[config.mk]
export PLATFORM = sky130hd
export DESIGN_NAME = leaf_prefetch_scheduler
export DESIGN_NICKNAME = d
export VERILOG_FILES = /design/src/rtl/leaf_prefetch_scheduler.sv
export SDC_FILE = /design/constraint.sdc
export NUM_CORES = 1
export LEC_CHECK = 0
export BUFFER_PORTS_ARGS = -buffer_cell sky130_fd_sc_hd__buf_2
export CORE_UTILIZATION = 55
export DETAILED_ROUTE_END_ITERATION = 8
export PLACE_DENSITY = 0.87
export SYNTH_ARGS = -nofsm -noshare
export SYNTH_HDL_FRONTEND = slang
export SYNTH_SLANG_ARGS = --single-unit
[constraint.sdc]
create_clock -name i_clk -period 12.9 [get_ports i_clk]
set_input_delay 1.29 -clock i_clk [delete_from_list [all_inputs] [get_ports i_clk]]
set_output_delay 1.29 -clock i_clk [all_outputs]
set_load 0.02 [all_outputs]
[src/rtl/leaf_prefetch_scheduler.sv]
// Burst prefetch scheduler for the leaf FIFOs of a merger tree: round-robin
// arbitration over leaves with enough free space, credit tracking, and pass completion.
module leaf_prefetch_scheduler #(
  parameter int NUM_LEAVES = 4,
  parameter int FIFO_DEPTH = 16,
  parameter int BURST      = 4,
  parameter int ADDR_WIDTH = 32,
  parameter int LEN_WIDTH  = 32,
  localparam int LEAF_W = $clog2(NUM_LEAVES),
  localparam int CRED_W = $clog2(FIFO_DEPTH) + 1,
  localparam int BLEN_W = $clog2(BURST) + 1
) (
  input  logic                             i_clk,
  input  logic                             i_rst,
  input  logic                             i_start,
  input  logic [NUM_LEAVES*ADDR_WIDTH-1:0] i_run_base,
  input  logic [NUM_LEAVES*LEN_WIDTH-1:0]  i_run_len,
  input  logic [NUM_LEAVES-1:0]            i_fifo_read,
  output logic                             o_req_valid,
  input  logic                             i_req_ready,
  output logic [ADDR_WIDTH-1:0]            o_req_addr,
  output logic [LEAF_W-1:0]                o_req_leaf,
  output logic [BLEN_W-1:0]                o_req_len,
  output logic                             o_busy,
  output logic                             o_done,
  output logic                             o_error
);

  typedef enum logic [2:0] {
    S_IDLE,
    S_LOAD,
    S_RUN,
    S_DRAIN,
    S_DONE
  } state_t;

  state_t state, state_next;

  logic [ADDR_WIDTH-1:0] addr   [NUM_LEAVES];
  logic [LEN_WIDTH-1:0]  remain [NUM_LEAVES];
  logic [CRED_W-1:0]     credit [NUM_LEAVES];
  logic [LEAF_W-1:0]     rr;

  logic [BLEN_W-1:0]     blen [NUM_LEAVES];
  logic [NUM_LEAVES-1:0] eligible;
  logic [NUM_LEAVES-1:0] remain_nz;
  logic [NUM_LEAVES-1:0] credit_full;
  logic [NUM_LEAVES-1:0] reserve;
  logic [LEAF_W-1:0]     cand;
  logic [LEAF_W-1:0]     win_idx;
  logic                  win_found;
  logic                  pending;
  logic                  can_load;
  logic                  active;

  assign pending  = o_req_valid && !i_req_ready;
  assign can_load = (state == S_RUN) && (!o_req_valid || i_req_ready) && win_found;
  assign active   = (state == S_RUN) || (state == S_DRAIN);
  assign o_busy   = (state == S_LOAD) || (state == S_RUN) || (state == S_DRAIN);
  assign o_done   = (state == S_DONE);

  always_comb begin
    for (int k = 0; k < NUM_LEAVES; k++) begin
      if (remain[k] < LEN_WIDTH'(BURST)) begin
        blen[k] = remain[k][BLEN_W-1:0];
      end else begin
        blen[k] = BLEN_W'(BURST);
      end
      remain_nz[k]   = (remain[k] != '0);
      credit_full[k] = (credit[k] == CRED_W'(FIFO_DEPTH));
      eligible[k]    = remain_nz[k] && (credit[k] >= CRED_W'(blen[k]));
    end
  end

  // First eligible leaf at or above the round-robin pointer, wrapping around.
  always_comb begin
    win_found = 1'b0;
    win_idx   = '0;
    cand      = '0;
    for (int i = 0; i < NUM_LEAVES; i++) begin
      cand = rr + LEAF_W'(i);
      if (!win_found && eligible[cand]) begin
        win_found = 1'b1;
        win_idx   = cand;
      end
    end
  end

  always_comb begin
    for (int k = 0; k < NUM_LEAVES; k++) begin
      reserve[k] = can_load && (win_idx == LEAF_W'(k));
    end
  end

  always_ff @(posedge i_clk or posedge i_rst) begin
    if (i_rst) begin
      state <= S_IDLE;
    end else begin
      state <= state_next;
    end
  end

  always_comb begin
    state_next = state;
    case (state)
      S_IDLE:  if (i_start) state_next = S_LOAD;
      S_LOAD:  state_next = S_RUN;
      S_RUN:   if (!(|remain_nz) && !pending) state_next = S_DRAIN;
      S_DRAIN: if (&credit_full) state_next = S_DONE;
      S_DONE:  state_next = S_IDLE;
      default: state_next = S_IDLE;
    endcase
  end

  // Reserve space at issue time; dequeue strobes return it, saturating at full depth.
  always_ff @(posedge i_clk or posedge i_rst) begin
    if (i_rst) begin
      for (int k = 0; k < NUM_LEAVES; k++) begin
        addr[k]   <= '0;
        remain[k] <= '0;
        credit[k] <= '0;
      end
      rr      <= '0;
      o_error <= 1'b0;
    end else if (state == S_LOAD) begin
      for (int k = 0; k < NUM_LEAVES; k++) begin
        addr[k]   <= i_run_base[k*ADDR_WIDTH +: ADDR_WIDTH];
        remain[k] <= i_run_len[k*LEN_WIDTH +: LEN_WIDTH];
        credit[k] <= CRED_W'(FIFO_DEPTH);
      end
      rr <= '0;
    end else if (active) begin
      for (int k = 0; k < NUM_LEAVES; k++) begin
        if (reserve[k]) begin
          addr[k]   <= addr[k] + ADDR_WIDTH'(blen[k]);
          remain[k] <= remain[k] - LEN_WIDTH'(blen[k]);
          credit[k] <= credit[k] - CRED_W'(blen[k]) + CRED_W'(i_fifo_read[k]);
        end else if (i_fifo_read[k]) begin
          if (credit_full[k]) begin
            o_error <= 1'b1;
          end else begin
            credit[k] <= credit[k] + CRED_W'(1);
          end
        end
      end
      if (can_load) begin
        rr <= win_idx + LEAF_W'(1);
      end
    end
  end

  // Request register holds its fields stable until the memory port accepts.
  always_ff @(posedge i_clk or posedge i_rst) begin
    if (i_rst) begin
      o_req_valid <= 1'b0;
      o_req_addr  <= '0;
      o_req_leaf  <= '0;
      o_req_len   <= '0;
    end else if (can_load) begin
      o_req_valid <= 1'b1;
      o_req_addr  <= addr[win_idx];
      o_req_leaf  <= win_idx;
      o_req_len   <= blen[win_idx];
    end else if (o_req_valid && i_req_ready) begin
      o_req_valid <= 1'b0;
    end
  end

endmodule

==> out/qor.csv, run 1 <==
stage,metric,value,unit
outcome,status,finished clean,
drt,drc,0,
clock_tree,clockRootBuffer,clkbuf_16,
drt,routed_wl,59900,um
finish,design_area,23100,sq um
placed_design,port_buffers,304,
setup_path,timing.critical_path.from_type,flop,
setup_path,slowest_delay,0.68,ns
synthesis,synthArstFlopShare,100,%
clock_tree,htreeDepth,2,
placed_design,place_congestion,0.959,
sta,min_period,7.49,ns
setup_path,cp.required,13.27,ns
finish,multi_input_area,11400,sq um
setup_path,crit_type,reg2reg,
setup_path,worstPathArrival,7.85,ns
clock_tree,insertion_delay,0.55,ns
clock_tree,cts_made_buffers,37,
min_path,holdPathStages,1,
sta,fin_ws,5.41,ns
synthesis,yosys_most_used_dff,dfrtp_1,
pwr,power_density,178,nW/um^2
drt,routedWlPerCell,20.1,um
sta,fin_tns_setup,0,ns
sta,max-slew-margin-rel,15.3,%
global_route,grt_pass1_wl,95700,um
die,fp.dieH,194,um
global_route,grt_util_all_layers,31.8,%
drt,dr.pass1.iters,5,
sta,setup_viol,0,
min_path,hold_path_class,reg2reg,
placed_design,placed_cell_area,21900,sq um
sta,worstMarginPinSlew,1.27,ns
clock_tree,clk_pin_slew,0.06,ns
setup_path,ff2ff_path_depth,21,
global_route,antenna_found_initial,2,
synthesis,ys_seq_elements,320,
clock_tree,post_cts_resized,0,
die,ios,305,
setup_path,cp-end-kind,flop,
drt,antenna_left,0,
drt,avgViaCountPerCell,6.12,
sta,min_period_over_period,58.0,%
clock_tree,cts_setup_buffers,0,
global_route,grt_pass1_vias,18100,
finish,layout.cells.non_filler,2978,
clock_tree,cts_tree,yes,
setup_path,crit_chain,"nor4_1, nand3_1, nor3_1, nand3_1, inv_1, and2_1, ha_1, or3b_2, a21oi_1, nor2_1, nor3_1, o21ai_1, nand2_4, buf_4, inv_1, ha_1, and2_0, o211a_1, and3_1, xnor2_1, o21ai_0",
setup_path,cp_max_fo,40,
placed_design,place_hpwl,42100,um
synthesis,seq_area_frac_synth,39.6,%
synthesis,syn_avg_cell_area,9.00,sq um
sta,slew_violations,0,
sta,hold_viol,0,
synthesis,ys_warn_count,0,
sta,max_freq,134,MHz
pwr,power.leakage,9.98,nW
drt,drt_iter0_drc,1724,
finish,fin_nets,2833,
die,core-area,35800,sq um
finish,layout-drive-gt1-share,18.4,%
sta,fin_skew,0.0236,ns
die,rows,69,
pwr,max-vdd-ir-drop,107,uV
global_route,grt_overflow,0,
finish,fin_util,64.6,%
setup_path,slowest_stage,buf_4,
die,die_w,194,um
finish,seq_area,8010,sq um
job,drv_cap,0,
synthesis,synth-edff-count,0,
synthesis,ys_types,94,
synthesis,synthCells,2243,
die,die_area,37500,sq um
placed_design,dp_cells,2911,
drt,vias,18200,
placed_design,place_ws,5.70,ns
die,initial_core_util,56.4,%
sta,rsz0062_at_grt,false,
clock_tree,ctsHoldBuffers,0,
clock_tree,cts.sinks,320,
global_route,grt_max_degree,224,
finish,fillers,2888,
synthesis,syn_area,20200,sq um
clock_tree,clk_path_buf_depth,3,
finish,area_delta_synth_final,14.6,%
-- cells in the mapped netlist (44+ instances only) --
library cell,count,area [sq um]
nor4_1,44,275
inv_1,69,259
xnor2_1,147,1290
ha_1,68,851
nand3_1,64,320
o21ai_0,217,1090
nor3_1,78,390
mux2i_1,78,781
clkbuf_1,78,293
nand2_1,363,1360
dfrtp_1,320,8010
nor2_1,136,510
xor2_1,89,780
-- worst paths after layout --
kind,start,endpoint,slack [ns]
min in group asynchronous,i_rst,remain[117],0.93
min reg2reg,o_error,o_error,0.48
max in group asynchronous,i_rst,remain[57],10.40
max,remain[48],addr[5],5.41
max reg2reg,remain[48],addr[5],5.41
min,o_error,o_error,0.48
-- registers in the layout, summed over array words and instances, names as in the netlist --
register     count
remain         128
o_req_addr      32
o_req_valid      1
credit          20
state            3
o_req_len        3
addr           128
o_error          1
rr               2
o_req_leaf       2
-- cell usage in the layout (no fill, tap or decap), drive strengths merged, types with 6 or more instances in the layout --
| master | n |
|---|---|
| nor2 | 136 |
| dfrtp | 320 |
| buf | 324 |
| nand2b | 9 |
| a21oi | 31 |
| xor2 | 89 |
| fa | 12 |
| nor4 | 47 |
| clkbuf | 53 |
| mux2i | 78 |
| a31oi | 25 |
| o31ai | 8 |
| inv | 71 |
| o221ai | 34 |
| and3 | 26 |
| o211ai | 8 |
| nand3 | 64 |
| clkinv | 9 |
| and4 | 10 |
| xnor2 | 147 |
| a211oi | 24 |
| nor4b | 6 |
| nor3 | 78 |
| a211o | 8 |
| nand4 | 33 |
| o311ai | 7 |
| o21ai | 250 |
| or4 | 22 |
| nor2b | 13 |
| a21o | 20 |
| or2 | 13 |
| ha | 68 |
| or3 | 32 |
| a2111oi | 8 |
| and2 | 13 |
| nand2 | 366 |
-- critical path, delay by kind of cell, from the launching register on --
kind                     cells  cell delay [ns]
AO/OA/AOI/OAI                4             1.00
XOR/XNOR                     1             0.14
adder cells (fa/ha/maj)      2             0.44
buffers and inverters        3             1.22
flip-flops                   1             0.42
AND/OR/NAND/NOR             11             4.02
-- area by class of cell --
type | instances | share of cell area, %
clock inverter | 12 | 0.514
clock buffer | 53 | 4.70
tap | 461 | 2.49
inverter | 72 | 1.21
multi-input combinational | 1734 | 49.1
antenna | 2 | 0.0216
sequential | 320 | 34.6
timing repair buffer | 324 | 7.33
-- cells by family after synthesis --
| group | count (synthesis) | synth area share (%) |
|---|---|---|
| AND/OR/NAND/NOR | 878 | 21.0 |
| AO/OA/AOI/OAI | 457 | 15.6 |
| flip-flops | 320 | 39.6 |
| XOR/XNOR | 236 | 10.2 |
| buffers and inverters | 192 | 4.23 |
| adder cells (fa/ha/maj) | 80 | 5.40 |
| multiplexers | 79 | 3.92 |
| other | 1 | 0.0186 |
-- routing by layer --
| layer | GRT usage, % | part of all wire (%) | vias to the layer above |
|---|---|---|---|
| met5 | 0 | 0 | - |
| met4 | 13.9 | 4.0 | 0 |
| met3 | 4.30 | 8.4 | 163 |
| met2 | 51.7 | 47 | 967 |
| met1 | 42.5 | 41 | 8697 |
| li1 | - | - | 8398 |
-- per-stage QoR --
step,hold WS [ns],power (W)
global placement,0.442,0.00296
floorplan,0.488,0.00263
finish,0.478,0.00411
global route,0.500,0.00435
detailed placement,0.461,0.00302
CTS,0.477,0.00410
-- report_power, final --
| part | internal, W | switching (W) |
|---|---|---|
| sequential | 0.00122 | 0.000263 |
| clock | 0.000627 | 0.000435 |
| combinational | 0.000650 | 0.000920 |
| total | 0.00249 | 0.00162 |
No activity file was read; power rests on OpenSTA's default activity.
==> run 2, diff against run 1 <==
ABC_AREA = 1   (was unset)
PLACE_DENSITY = 0.86   (was 0.87)
clock period = 7.16 ns   (was 12.9 ns; I/O delays follow)
==> out/qor.csv, run 2 <==
stage,metric,value,unit
die,die_w,210,um
clock_tree,insertion_delay,0.57,ns
clock_tree,ctsHoldBuffers,0,
global_route,grt_pass1_vias,22100,
setup_path,cp-end-kind,flop,
pwr,p_int,0.00593,W
finish,reg.largest.list,"addr: 128 flops, remain: 128 flops, o_req_addr: 32 flops",
synthesis,synth_most_common_cell,nand2_1,
finish,final_cell_mix,"908 x nand2_1, 435 x nor2_1, 378 x inv_1, 330 x nand3_1, 320 x dfrtp_1",
min_path,hold_path_class,in2reg,
synthesis,ys_seq_elements,320,
drt,dr.pass1.iters,6,
finish,layout.cells.non_filler,4289,
setup_path,slowest_stage,buf_4,
global_route,antenna_found_initial,8,
clock_tree,clk_pin_slew,0.06,ns
setup_path,worstPathArrival,6.50,ns
setup_path,timing.critical_path.from_type,flop,
synthesis,synth-edff-count,0,
setup_path,crit_type,reg2reg,
clock_tree,cts_setup_buffers,0,
synthesis,syn_area,23700,sq um
drt,routedWlPerCell,16.6,um
synthesis,seq_area_frac_synth,33.8,%
setup_path,crit_family,simple AND/OR/NAND/NOR gates,
sta,setup_viol,0,
finish,layout-drive-gt1-share,12.8,%
drt,routed_wl,71200,um
die,die_area,43900,sq um
placed_design,place_hpwl,51800,um
synthesis,synthTopCellsByCount,"909 x nand2_1, 435 x nor2_1, 379 x inv_1",
pwr,power.leakage,12.9,nW
finish,fillers,3844,
synthesis,synth_top_area_share,33.8,%
sta,hold_viol,0,
setup_path,cp_max_fo,78,
clock_tree,clockRootBuffer,clkbuf_16,
drt,vias,24300,
synthesis,synthArstFlopShare,100,%
finish,final_common_cell,nand2_1,
finish,fin_util,62.9,%
global_route,grt_util_all_layers,32.3,%
synthesis,syn_avg_cell_area,6.77,sq um
drt,avgViaCountPerCell,5.66,
clock_tree,htreeDepth,2,
placed_design,dp_cells,4221,
placed_design,port_buffers,304,
synthesis,yosysTopAreaCell,dfrtp_1,
global_route,grt_max_degree,169,
die,fp.dieH,210,um
synthesis,ys_types,54,
sta,min_period_over_period,83.8,%
die,rows,75,
job,drv_cap,0,
finish,area_delta_synth_final,12.2,%
sta,slew_violations,0,
pwr,p_sw_share,51.5,%
drt,antenna_left,0,
die,initial_core_util,56.1,%
pwr,power_density,460,nW/um^2
clock_tree,cts_made_buffers,38,
synthesis,synthTopCellsByArea,"dfrtp_1 34%, nand2_1 14%, nand3_1 7.0%",
setup_path,slowest_delay,0.66,ns
finish,fin_nets,4066,
outcome,status,finished clean,
clock_tree,post_cts_resized,0,
pwr,clockPowerShare,15.9,%
setup_path,crit_buf_inv,5,
synthesis,ys_warn_count,0,
placed_design,place_congestion,0.981,
pwr,pwr-share-comb,56.3,%
sta,max_freq,167,MHz
clock_tree,cts_tree,yes,
sta,fin_tns_setup,0,ns
clock_tree,cts.sinks,320,
die,core-area,42200,sq um
pwr,max-vdd-ir-drop,228,uV
sta,fin_skew,0.0286,ns
sta,worstMarginPinSlew,1.11,ns
pwr,p_switching,0.00629,W
global_route,grt_pass1_wl,114000,um
global_route,grt_overflow,0,
sta,min_period,6.00,ns
synthesis,yosys_most_used_dff,dfrtp_1,
pwr,pwr-share-seq,27.8,%
synthesis,synthCells,3500,
setup_path,cp.required,7.65,ns
die,ios,305,
clock_tree,clk_path_buf_depth,3,
sta,max-slew-margin-rel,26.3,%
drt,drc,0,
drt,drt_iter0_drc,2648,
sta,rsz0062_at_grt,false,
-- run 2: per-layer routing --
| layer | track usage, % | up-vias | share of wire, % |
|---|---|---|---|
| li1 | - | 11900 | - |
| met1 | 45.0 | 11200 | 43 |
| met2 | 50.7 | 1028 | 45 |
| met3 | 5.91 | 126 | 9.1 |
| met4 | 10.6 | 6 | 2.9 |
| met5 | 0 | - | 0.056 |
-- run 2: cell families after synthesis --
group,count (synthesis),share of synthesized area (%)
DFF,320,33.8
adders and majority gates,80,4.61
xor gates and xnor gates,129,4.80
AOI/OAI and AO/OA,526,13.1
and+or+nand+nor,1886,34.1
other,1,0.0158
buffers and inverters,558,9.61
-- run 2: cell type report --
type,count,area (sq um),share of cell area (%)
inverters,414,1570,5.89
well taps,539,674,2.54
repair buffers,323,1690,6.35
clock inverters,8,115,0.433
multi-input cells,2625,13400,50.5
flip-flops and latches,320,8010,30.1
clock buffers,56,1090,4.10
diodes,4,10.0,0.0377
-- run 2: per-stage QoR --
| step | power [W] | setup WS [ns] | hold slack (ns) | cell area, sq um |
|---|---|---|---|---|
| floorplan | 0.00857 | 2.18 | 0.453 | 23700 |
| finish | 0.0122 | 1.16 | 0.343 | 26600 |
| global route | 0.0133 | 0.699 | 0.359 | 26600 |
| detailed placement | 0.0101 | 1.34 | 0.461 | 25400 |
| global placement | 0.00999 | 1.43 | 0.461 | 25400 |
| CTS | 0.0121 | 1.30 | 0.317 | 26600 |
-- run 2: power by group through the flow --
stage	Clock (W)	Sequential, W	Combinational [W]
5_1_grt	0.00203	0.00350	0.00776
6_report	0.00194	0.00340	0.00688
3_5_place_dp	0	0.00338	0.00676
3_3_place_gp	0	0.00337	0.00661
2_1_floorplan	0	0.00332	0.00525
4_1_cts	0.00196	0.00337	0.00679
-- run 2: final timing paths --
path / from / slack, ns / depth (start not counted) / endpoint
max in group asynchronous: i_rst / 5.39 / 4 / remain[20]
setup / recovery: remain[9] / 1.16 / 25 / addr[119]
setup reg to reg: remain[9] / 1.16 / 25 / addr[119]
hold / removal: i_req_ready / 0.34 / 2 / o_req_valid
min in group asynchronous: i_rst / 0.36 / 3 / addr[123]
hold reg to reg: o_req_len[1] / 0.47 / 2 / o_req_len[1]
-- run 2: worst reg2reg max path, stage by stage, from the launching register on --
cell     delay, ns
dfrtp_1       0.45
nor2_1        0.17
nand2_1       0.10
nor2_1        0.16
nand2_1       0.11
nor2_4        0.24
inv_1         0.15
nor2_1        0.22
inv_1         0.15
ha_1          0.24
fa_1          0.39
nand2_1       0.07
nand4_1       0.16
nand3_1       0.19
a21oi_1       0.09
a21oi_1       0.14
o21ai_0       0.09
inv_1         0.07
nand2_2       0.32
inv_2         0.56
ha_1          0.31
nand3_4       0.16
nand2_4       0.35
buf_4         0.66
o21ai_0       0.26
o22ai_1       0.15
